[src/rtl/ro_puf_sequencer.sv]
// Ring-oscillator PUF sequencer: races oscillator pairs picked from a challenge and builds one response bit per race.
// Latency: per bit CLR_CYC + 1 + race_cycles + STOP_CYC + 1 cycles, plus one FIN cycle that carries done.
// Backpressure: none; start is honoured only in IDLE and is silently dropped otherwise (no queueing).
module ro_puf_sequencer #(
    parameter int N_BITS   = 8,
    parameter int CNT_W    = 4,
    parameter int SEL_W    = 3,
    parameter int CLR_CYC  = 2,
    parameter int STOP_CYC = 4,
    parameter int TIMEOUT  = 1024
) (
    input  logic              clk,
    input  logic              reset,
    input  logic              start,
    input  logic [SEL_W-1:0]  challenge,
    input  logic [CNT_W-1:0]  count1,
    input  logic [CNT_W-1:0]  count2,
    output logic [SEL_W-1:0]  sel_a,
    output logic [SEL_W-1:0]  sel_b,
    output logic              cnt_reset,
    output logic              cnt_en,
    output logic              busy,
    output logic              done,
    output logic [N_BITS-1:0] response,
    output logic              tie_flag,
    output logic              timeout_flag
);

    // Widths of the internal counters.
    localparam int K_W    = (N_BITS > 1) ? $clog2(N_BITS) : 1;
    localparam int PH_MAX = (CLR_CYC > STOP_CYC) ? CLR_CYC : STOP_CYC;
    localparam int PH_W   = $clog2(PH_MAX + 1);
    localparam int RC_W   = $clog2(TIMEOUT + 1);

    // Terminal values, pre-sized so the comparisons below stay width-exact.
    localparam logic [PH_W-1:0]  CLR_LAST  = PH_W'(CLR_CYC - 1);
    localparam logic [PH_W-1:0]  STOP_LAST = PH_W'(STOP_CYC - 1);
    localparam logic [RC_W-1:0]  RACE_LAST = RC_W'(TIMEOUT - 1);
    localparam logic [K_W-1:0]   K_LAST    = K_W'(N_BITS - 1);
    localparam logic [PH_W-1:0]  PH_ONE    = PH_W'(1);
    localparam logic [RC_W-1:0]  RC_ONE    = RC_W'(1);
    localparam logic [K_W-1:0]   K_ONE     = K_W'(1);
    localparam logic [SEL_W-1:0] SEL_ONE   = SEL_W'(1);

    typedef enum logic [2:0] {
        S_IDLE   = 3'd0,
        S_CLR    = 3'd1,
        S_SETTLE = 3'd2,
        S_RACE   = 3'd3,
        S_STOP   = 3'd4,
        S_CMP    = 3'd5,
        S_FIN    = 3'd6
    } state_t;

    state_t              state_q, state_d;
    logic [PH_W-1:0]     cyc_cnt_q, cyc_cnt_d;
    logic [RC_W-1:0]     race_cnt_q, race_cnt_d;
    logic [K_W-1:0]      k_q, k_d;
    logic [SEL_W-1:0]    chal_q, chal_d;
    logic [SEL_W-1:0]    sel_a_q, sel_a_d;
    logic [SEL_W-1:0]    sel_b_q, sel_b_d;
    logic [N_BITS-1:0]   response_q, response_d;
    logic                tie_q, tie_d;
    logic                timeout_q, timeout_d;

    // Synchronizer stages for signals coming from the oscillator domains.
    logic                sat_raw;
    logic                sat_s1_q, sat_s2_q;
    logic [CNT_W-1:0]    c1_s1_q, c1_s2_q;
    logic [CNT_W-1:0]    c2_s1_q, c2_s2_q;
    logic [K_W-1:0]      k_inc;

    // Either counter reaching all-ones means the race has a winner.
    assign sat_raw = (&count1) | (&count2);
    assign k_inc   = k_q + K_ONE;

    // Two-flop synchronizers; the count copies are only trusted in CMP, once the counters are frozen.
    always_ff @(posedge clk or posedge reset) begin
        if (reset) begin
            sat_s1_q <= 1'b0;
            sat_s2_q <= 1'b0;
            c1_s1_q  <= '0;
            c1_s2_q  <= '0;
            c2_s1_q  <= '0;
            c2_s2_q  <= '0;
        end else begin
            sat_s1_q <= sat_raw;
            sat_s2_q <= sat_s1_q;
            c1_s1_q  <= count1;
            c1_s2_q  <= c1_s1_q;
            c2_s1_q  <= count2;
            c2_s2_q  <= c2_s1_q;
        end
    end

    // Sequencer state and datapath registers.
    always_ff @(posedge clk or posedge reset) begin
        if (reset) begin
            state_q    <= S_IDLE;
            cyc_cnt_q  <= '0;
            race_cnt_q <= '0;
            k_q        <= '0;
            chal_q     <= '0;
            sel_a_q    <= '0;
            sel_b_q    <= '0;
            response_q <= '0;
            tie_q      <= 1'b0;
            timeout_q  <= 1'b0;
        end else begin
            state_q    <= state_d;
            cyc_cnt_q  <= cyc_cnt_d;
            race_cnt_q <= race_cnt_d;
            k_q        <= k_d;
            chal_q     <= chal_d;
            sel_a_q    <= sel_a_d;
            sel_b_q    <= sel_b_d;
            response_q <= response_d;
            tie_q      <= tie_d;
            timeout_q  <= timeout_d;
        end
    end

    // Next-state, phase timing, bit evaluation and counter controls.
    always_comb begin
        state_d    = state_q;
        cyc_cnt_d  = cyc_cnt_q;
        race_cnt_d = race_cnt_q;
        k_d        = k_q;
        chal_d     = chal_q;
        sel_a_d    = sel_a_q;
        sel_b_d    = sel_b_q;
        response_d = response_q;
        tie_d      = tie_q;
        timeout_d  = timeout_q;
        cnt_reset  = 1'b0;
        cnt_en     = 1'b0;
        busy       = 1'b1;
        done       = 1'b0;

        case (state_q)
            S_IDLE: begin
                // Counters are held cleared while waiting for work.
                busy      = 1'b0;
                cnt_reset = 1'b1;
                if (start) begin
                    state_d    = S_CLR;
                    chal_d     = challenge;
                    k_d        = '0;
                    response_d = '0;
                    tie_d      = 1'b0;
                    timeout_d  = 1'b0;
                    cyc_cnt_d  = '0;
                    sel_a_d    = challenge;
                    sel_b_d    = challenge + SEL_ONE;
                end
            end

            S_CLR: begin
                cnt_reset = 1'b1;
                if (cyc_cnt_q == CLR_LAST) begin
                    state_d   = S_SETTLE;
                    cyc_cnt_d = '0;
                end else begin
                    cyc_cnt_d = cyc_cnt_q + PH_ONE;
                end
            end

            S_SETTLE: begin
                // One quiet cycle so the cleared counters are stable before enabling.
                state_d    = S_RACE;
                race_cnt_d = '0;
            end

            S_RACE: begin
                cnt_en = 1'b1;
                if (sat_s2_q) begin
                    // A saturation seen together with the last allowed cycle is a normal finish.
                    state_d   = S_STOP;
                    cyc_cnt_d = '0;
                end else if (race_cnt_q == RACE_LAST) begin
                    state_d   = S_STOP;
                    cyc_cnt_d = '0;
                    timeout_d = 1'b1;
                end else begin
                    race_cnt_d = race_cnt_q + RC_ONE;
                end
            end

            S_STOP: begin
                // Wait long enough for the frozen counts to pass through the synchronizers.
                if (cyc_cnt_q == STOP_LAST) begin
                    state_d   = S_CMP;
                    cyc_cnt_d = '0;
                end else begin
                    cyc_cnt_d = cyc_cnt_q + PH_ONE;
                end
            end

            S_CMP: begin
                response_d[k_q] = (c1_s2_q > c2_s2_q);
                if (c1_s2_q == c2_s2_q) begin
                    tie_d = 1'b1;
                end
                if (k_q == K_LAST) begin
                    state_d = S_FIN;
                end else begin
                    // Next pair is selected on the way back into CLR, wrapping modulo the oscillator count.
                    state_d   = S_CLR;
                    k_d       = k_inc;
                    cyc_cnt_d = '0;
                    sel_a_d   = chal_q + SEL_W'(k_inc);
                    sel_b_d   = chal_q + SEL_W'(k_inc) + SEL_ONE;
                end
            end

            S_FIN: begin
                done    = 1'b1;
                state_d = S_IDLE;
            end

            default: begin
                state_d = S_IDLE;
            end
        endcase
    end

    assign sel_a        = sel_a_q;
    assign sel_b        = sel_b_q;
    assign response     = response_q;
    assign tie_flag     = tie_q;
    assign timeout_flag = timeout_q;

endmodule
[config.mk]
export PLATFORM = sky130hd
export DESIGN_NAME = ro_puf_sequencer
export DESIGN_NICKNAME = d
export VERILOG_FILES = /design/src/rtl/ro_puf_sequencer.sv
export SDC_FILE = /design/constraint.sdc
export NUM_CORES = 1
export LEC_CHECK = 0
export BUFFER_PORTS_ARGS = -buffer_cell sky130_fd_sc_hd__buf_2
export CELL_PAD_IN_SITES_DETAIL_PLACEMENT = 1
export CELL_PAD_IN_SITES_GLOBAL_PLACEMENT = 1
export CORE_UTILIZATION = 27
export DETAILED_ROUTE_END_ITERATION = 8
export HOLD_SLACK_MARGIN = 0.08
export PLACE_DENSITY_LB_ADDON = 0.1
export SLEW_MARGIN = 5
export SYNTH_ARGS = -nofsm -noshare
export SYNTH_HDL_FRONTEND = slang
export SYNTH_SLANG_ARGS = --single-unit
[constraint.sdc]
create_clock -name clk -period 1.9 [get_ports clk]
set_clock_uncertainty 0.15 [all_clocks]
set_input_delay 0.285 -clock clk [delete_from_list [all_inputs] [get_ports clk]]
set_output_delay 0.285 -clock clk [all_outputs]
set_load 0.05 [all_outputs]
==> flow_summary.toml, run 1 <==
[critical_path]
cp-start-kind = "register"
cp.required_ns = 1.95
worstPathMaxFanout = 3
worstPathArrival_ns = 2.15
crit_path_cell_trace = "ha_4 -> inv_2 -> fa_2 -> xor2_1 -> xnor2_1 -> mux2i_1 -> xor2_1 -> o21ai_1"
worst-setup-path-type = "register to register"
slowest_delay_ns = 0.44
end_kind = "register"
crit_slowest_cell = "dfrtp_2"
crit_path_frequent_cell = "xor2_1"

[power]
p_leak_nw = 1.78
powerDensity_mw_per_mm2 = 1340
vdd_ir_drop_max_uv = 388

[detailed_routing]
ant_nets = 0
drt_first_iter_violations = 37
dr.pass1.iters = 4
wl_per_cell_um = 14.6
vias = 2191
route.detailed.drc = 0
viasPerCell = 4.58
routed_wl_um = 6960

[clock_tree]
clock_sinks = 57
clk_latency_ns = 0.33
numCtsBuffers = 9
h-tree-depth = 3
cts.clk_slew.worst_paths_ns = 0.07
root_buffer = "clkbuf_8"
clockBufferDepth = 2
cts_tree = "done"

[logic_synthesis]
synth_compound_area_frac = 0.146
ys_ff_latch = 57
synth_area_per_cell_um2 = 10.9
yosysTopAreaCellShare = 0.524
ys_top_cells_by_count = "dfrtp_1, nand2_1, o21ai_0, inv_1, nor2_1"
synthXorXnorAreaFrac = 0.00965
synth_cells = 251
synth_fp_nets = 279
synth_simple_gate_area_frac = 0.167
syn_area_mm2 = 0.00272
synth_fa_ha_area_frac = 0.0671
ys_seq_area_frac = 0.524
synth_top_family_by_area = "simple AND/OR/NAND/NOR gates"
synth.mux.area_fraction = 0.0427
synth.most_common_cell = "dfrtp_1"
synth_cell_types = 52
yosysTopAreaCell = "dfrtp_1"
synthFlopType = "dfrtp_1"
yosys-top-cells-area = "dfrtp_1, ha_1, nand2_1"
yosysWarningCount = 0
synthArstFlopShare = 1.00
synth_edf_count = 0

[outcome]
violations = "negative setup slack"
outcome = "complete, but fails checks"

[min_path]
hp-class = "register to register"

[timing]
rsz0062_at_grt = "true"
finalHoldViolations = 0
setup_slack_ns = -0.195
worst_slew_margin_rel = 0.628
setup_viol = 4
min_period_over_period = 1.10
whs_ns = 0.196
max_freq_ghz = 0.477
slew_viol_final = 0
fin_crit_ns = 2.09
tightest_slew_ns = 0.558

[die]
io_pins = 34
die-area_mm2 = 0.0105
core_area_mm2 = 0.00977
core.rowCount = 36
dieHeight_um = 102
floorplan.initialDensity = 0.279
die_width_um = 102

[placement]
gp_congestion = 0.703
place_ws_ns = -0.199
io_buffers = 33
hpwlAfterDp_um = 4600
dpl_cell_area_mm2 = 0.00324

[global_routing]
grt_start_max_net_pins = 24
grt_pass1_vias = 2274
antenna_found_initial = 0
grt_pass1_wl_um = 11300
overflow = 0
grt_use_total = 0.143

[final_layout]
finish.instance_area_mm2 = 0.00379
fillers = 1097
nNetsFinal = 368
drive_above_1_share = 0.380
antennaDiodeCount = 0
syn_to_final_growth_pct = 39.3

[run]
cap_viol_max_count = 0
==> placed cells by master, fill, tap and decap left out, types with 10 or more instances in the layout <==
master         synthesis  final
o21ai_0               20     11
buf_2                  2     32
dlygate4sd3_1          0     12
inv_1                 16     12
buf_4                  1     35
clkbuf_8               0     10
nor2_1                14     13
nand2_1               32     31
o21ai_1                6     14
dfrtp_1               57     56
==> worst paths after layout <==
check,cells after the start,from,endpoint,slack (ns)
setup / recovery,8,k_q[0],sel_b[2],-0.19
hold / removal,0,c1_s1_q[1],c1_s2_q[1],0.20
setup reg to reg,8,k_q[0],sel_b[2],-0.19
hold reg to reg,0,c1_s1_q[1],c1_s2_q[1],0.20
max in group asynchronous,4,reset,k_q[0],0.65
min in group asynchronous,3,reset,response[5],0.40
==> per-layer routing <==
layer,track usage,part of all wire
met2,0.242,0.51
met1,0.176,0.46
met5,0,0
met4,0.0527,0.011
met3,0.0369,0.023
==> flip-flops by register name, indices dropped and copies added (netlist names), 3 cells and up <==
register,flops
sel_b,3
c1_s2_q,4
response,8
c2_s1_q,4
sel_a,3
cyc_cnt_q,3
k_q,3
chal_q,3
c2_s2_q,4
race_cnt_q,11
c1_s1_q,4
state_q,3
==> critical path: cells and delay by family (launching register included) <==
kind                       cells  cell delay [ns]
adders and majority gates      2             0.60
xor gates and xnor gates       3             0.45
muxes                          1             0.23
AOI/OAI and AO/OA              1             0.07
DFF                            1             0.44
buffers and inverters          1             0.03
==> kinds of logic after synthesis <==
logic type      after synthesis
flops                        57
buf+inv                      24
mux                          11
xor+xnor                      3
fa+ha+maj                    14
simple gates                 82
compound gates               60
==> report_power, final <==
part,switching (mW),internal (mW),leakage (nW)
Combinational,1.38,1.01,0.955
Sequential,0.135,1.42,0.731
Clock,0.504,0.637,0.0953
==> stage by stage <==
step / setup TNS, ns / utilization / instances / total power, mW
detailed placement: -0.516 / 0.331 / 436 / 3.60
finish: -0.458 / 0.388 / 478 / 5.09
CTS: -0.440 / 0.376 / 472 / 5.04
global route: -0.785 / 0.388 / 478 / 5.44
floorplan: -0.275 / - / 251 / 3.01
global placement: -0.368 / 0.331 / 436 / 3.58
==> layout make-up <==
class / instances / area (µm²) / share of cell area
sequential: 57 / 1430 / 0.376
timing repair buffer: 86 / 634 / 0.167
inverter: 16 / 60.1 / 0.0158
tap: 133 / 166 / 0.0439
clock buffer: 11 / 141 / 0.0373
multi-input combinational: 170 / 1310 / 0.345
clock inverter: 5 / 55.1 / 0.0145
==> what timing repair did <==
| item | CTS | global route |
|---|---|---|
| hold buffers | 12 | 0 |
| resized for setup | 16 | 26 |
| setup buffers | 8 | 5 |
| pin swaps | 4 | 7 |
| cloned | 0 | 2 |
| endpoints found under the hold margin | 31 | 0 |
| endpoints found under the setup margin | 5 | 19 |
Power figures use the tool's default switching activity.
==> inputs of run 2 (changes only) <==
--- a/config.mk
+++ b/config.mk
@@ -6,12 +6,9 @@
 export NUM_CORES = 1
 export LEC_CHECK = 0
 export BUFFER_PORTS_ARGS = -buffer_cell sky130_fd_sc_hd__buf_2
-export CELL_PAD_IN_SITES_DETAIL_PLACEMENT = 1
-export CELL_PAD_IN_SITES_GLOBAL_PLACEMENT = 1
 export CORE_UTILIZATION = 27
 export DETAILED_ROUTE_END_ITERATION = 8
 export HOLD_SLACK_MARGIN = 0.08
-export PLACE_DENSITY_LB_ADDON = 0.1
 export SLEW_MARGIN = 5
 export SYNTH_ARGS = -nofsm -noshare
 export SYNTH_HDL_FRONTEND = slang
==> flow_summary.toml, run 2 (synthesis gave the netlist of run 1 again) <==
[clock_tree]
root_buffer = "clkbuf_8"
clk_latency_ns = 0.33
numCtsBuffers = 9
clockBufferDepth = 2
clock_sinks = 57
h-tree-depth = 3
cts.clk_slew.worst_paths_ns = 0.07
cts_tree = "done"

[die]
floorplan.initialDensity = 0.279
core_area_mm2 = 0.00977
die_width_um = 102
die-area_mm2 = 0.0105
io_pins = 34
core.rowCount = 36
dieHeight_um = 102

[critical_path]
end_kind = "register"
worst-setup-path-type = "register to register"
cp.required_ns = 1.96
cp-start-kind = "register"
worstPathArrival_ns = 2.09
worstPathMaxFanout = 3

[timing]
slew_viol_final = 0
min_period_over_period = 1.07
max_freq_ghz = 0.493
worst_slew_margin_rel = 0.737
rsz0062_at_grt = "true"
tightest_slew_ns = 0.390
fin_crit_ns = 2.03
setup_slack_ns = -0.130
setup_viol = 3
finalHoldViolations = 0
tns_ns = -0.277

[outcome]
violations = "negative setup slack"
outcome = "complete, but fails checks"

[global_routing]
antenna_found_initial = 0
grt_use_total = 0.119
grt_pass1_vias = 2089
grt_pass1_wl_um = 9570
grt_start_max_net_pins = 58
overflow = 0

[final_layout]
top_register = "race_cnt_q"
syn_to_final_growth_pct = 36.2
postLayoutCoreUtil = 0.379
antennaDiodeCount = 0
fillers = 983
drive_above_1_share = 0.355
mostFrequentLayoutCells = "dfrtp_1, nand2_1, buf_2, buf_4, inv_1"
stdcell_count = 465
nNetsFinal = 355
finish.instance_area_mm2 = 0.00371
largest_reg_flops = 11
mostFrequentLayoutCell = "dfrtp_1"

[detailed_routing]
ant_nets = 0
viasPerCell = 4.57
vias = 2123
drt_first_iter_violations = 70
route.detailed.drc = 0
dr.pass1.iters = 5
wl_per_cell_um = 12.5
routed_wl_um = 5810

[placement]
io_buffers = 33
hpwlAfterDp_um = 3830
gp_congestion = 0.751
dpl_cell_area_mm2 = 0.00318
placed_cells_incl_taps = 428

[power]
p_leak_nw = 1.75
vdd_ir_drop_max_uv = 534
powerDensity_mw_per_mm2 = 1350

[run]
cap_viol_max_count = 0

[min_path]
hp-class = "register to register"
==> run 2: cell types whose count changed in the layout (fill, tap and decap cells not counted), sizes merged <==
cell / before / now
bufinv: 1 / 2
buf: 74 / 61
clkinvlp: 2 / 1
clkinv: 2 / 4
clkbuf: 11 / 9
==> run 2: worst max-delay path, cell delays in order (launching register included) <==
cell	delay, ns
dfrtp_1	0.42
ha_4	0.29
inv_2	0.03
fa_2	0.32
xor2_1	0.15
xnor2_1	0.12
mux2i_1	0.20
xor2_1	0.17
o21ai_1	0.07
==> run 2: layer usage <==
metal  vias up  GRT usage  share of wire
met5         -          0              0
met2        43      0.194           0.51
met1      1033      0.146           0.44
met4         0     0.0495          0.015
li1       1037          -              -
met3        10     0.0376          0.034
==> run 2: where the power goes <==
part | internal (mW) | total [mW] | switching (mW)
Combinational | 0.908 | 2.21 | 1.30
Sequential | 1.42 | 1.54 | 0.123
Clock | 0.737 | 1.25 | 0.514
==> run 2: per-stage QoR <==
step                      setup slack (ns)  hold slack, ns  power (mW)
after detailed placement            -0.160           0.185        3.48
after global placement              -0.127           0.185        3.45
after global routing                -0.249           0.207        5.34
final                               -0.130           0.199        5.00
after CTS                           -0.145           0.200        4.92
after floorplan                     -0.101           0.166        3.01
==> run 2: layout make-up <==
cell class / count / area, µm² / share of cell area
Sequential cell: 57 / 1430 / 0.385
Multi-Input combinational cell: 170 / 1290 / 0.347
Timing Repair Buffer: 73 / 551 / 0.148
Tap cell: 133 / 166 / 0.0449
Clock buffer: 9 / 124 / 0.0334
Clock inverter: 7 / 95.1 / 0.0256
Inverter: 16 / 60.1 / 0.0162
==> run 2: path summary, 6_finish.rpt <==
kind,from,end,slack [ns],cells after the start
min,c1_s1_q[0],c1_s2_q[0],0.20,0
max in group asynchronous,reset,race_cnt_q[10],0.95,4
min in group asynchronous,reset,tie_flag,0.40,4
min reg2reg,c1_s1_q[0],c1_s2_q[0],0.20,0
max reg2reg,k_q[0],sel_b[2],-0.13,8
max,k_q[0],sel_b[2],-0.13,8
==> run 2: what timing repair did <==
action / in CTS / in global routing
hold endpoints to repair: 69 / 0
buffers inserted: 4 / 4
cloned: 0 / 1
pin swaps: 3 / 7
endpoints found under the setup margin: 6 / 24
gates resized for setup: 9 / 28
hold buffers: 12 / 0
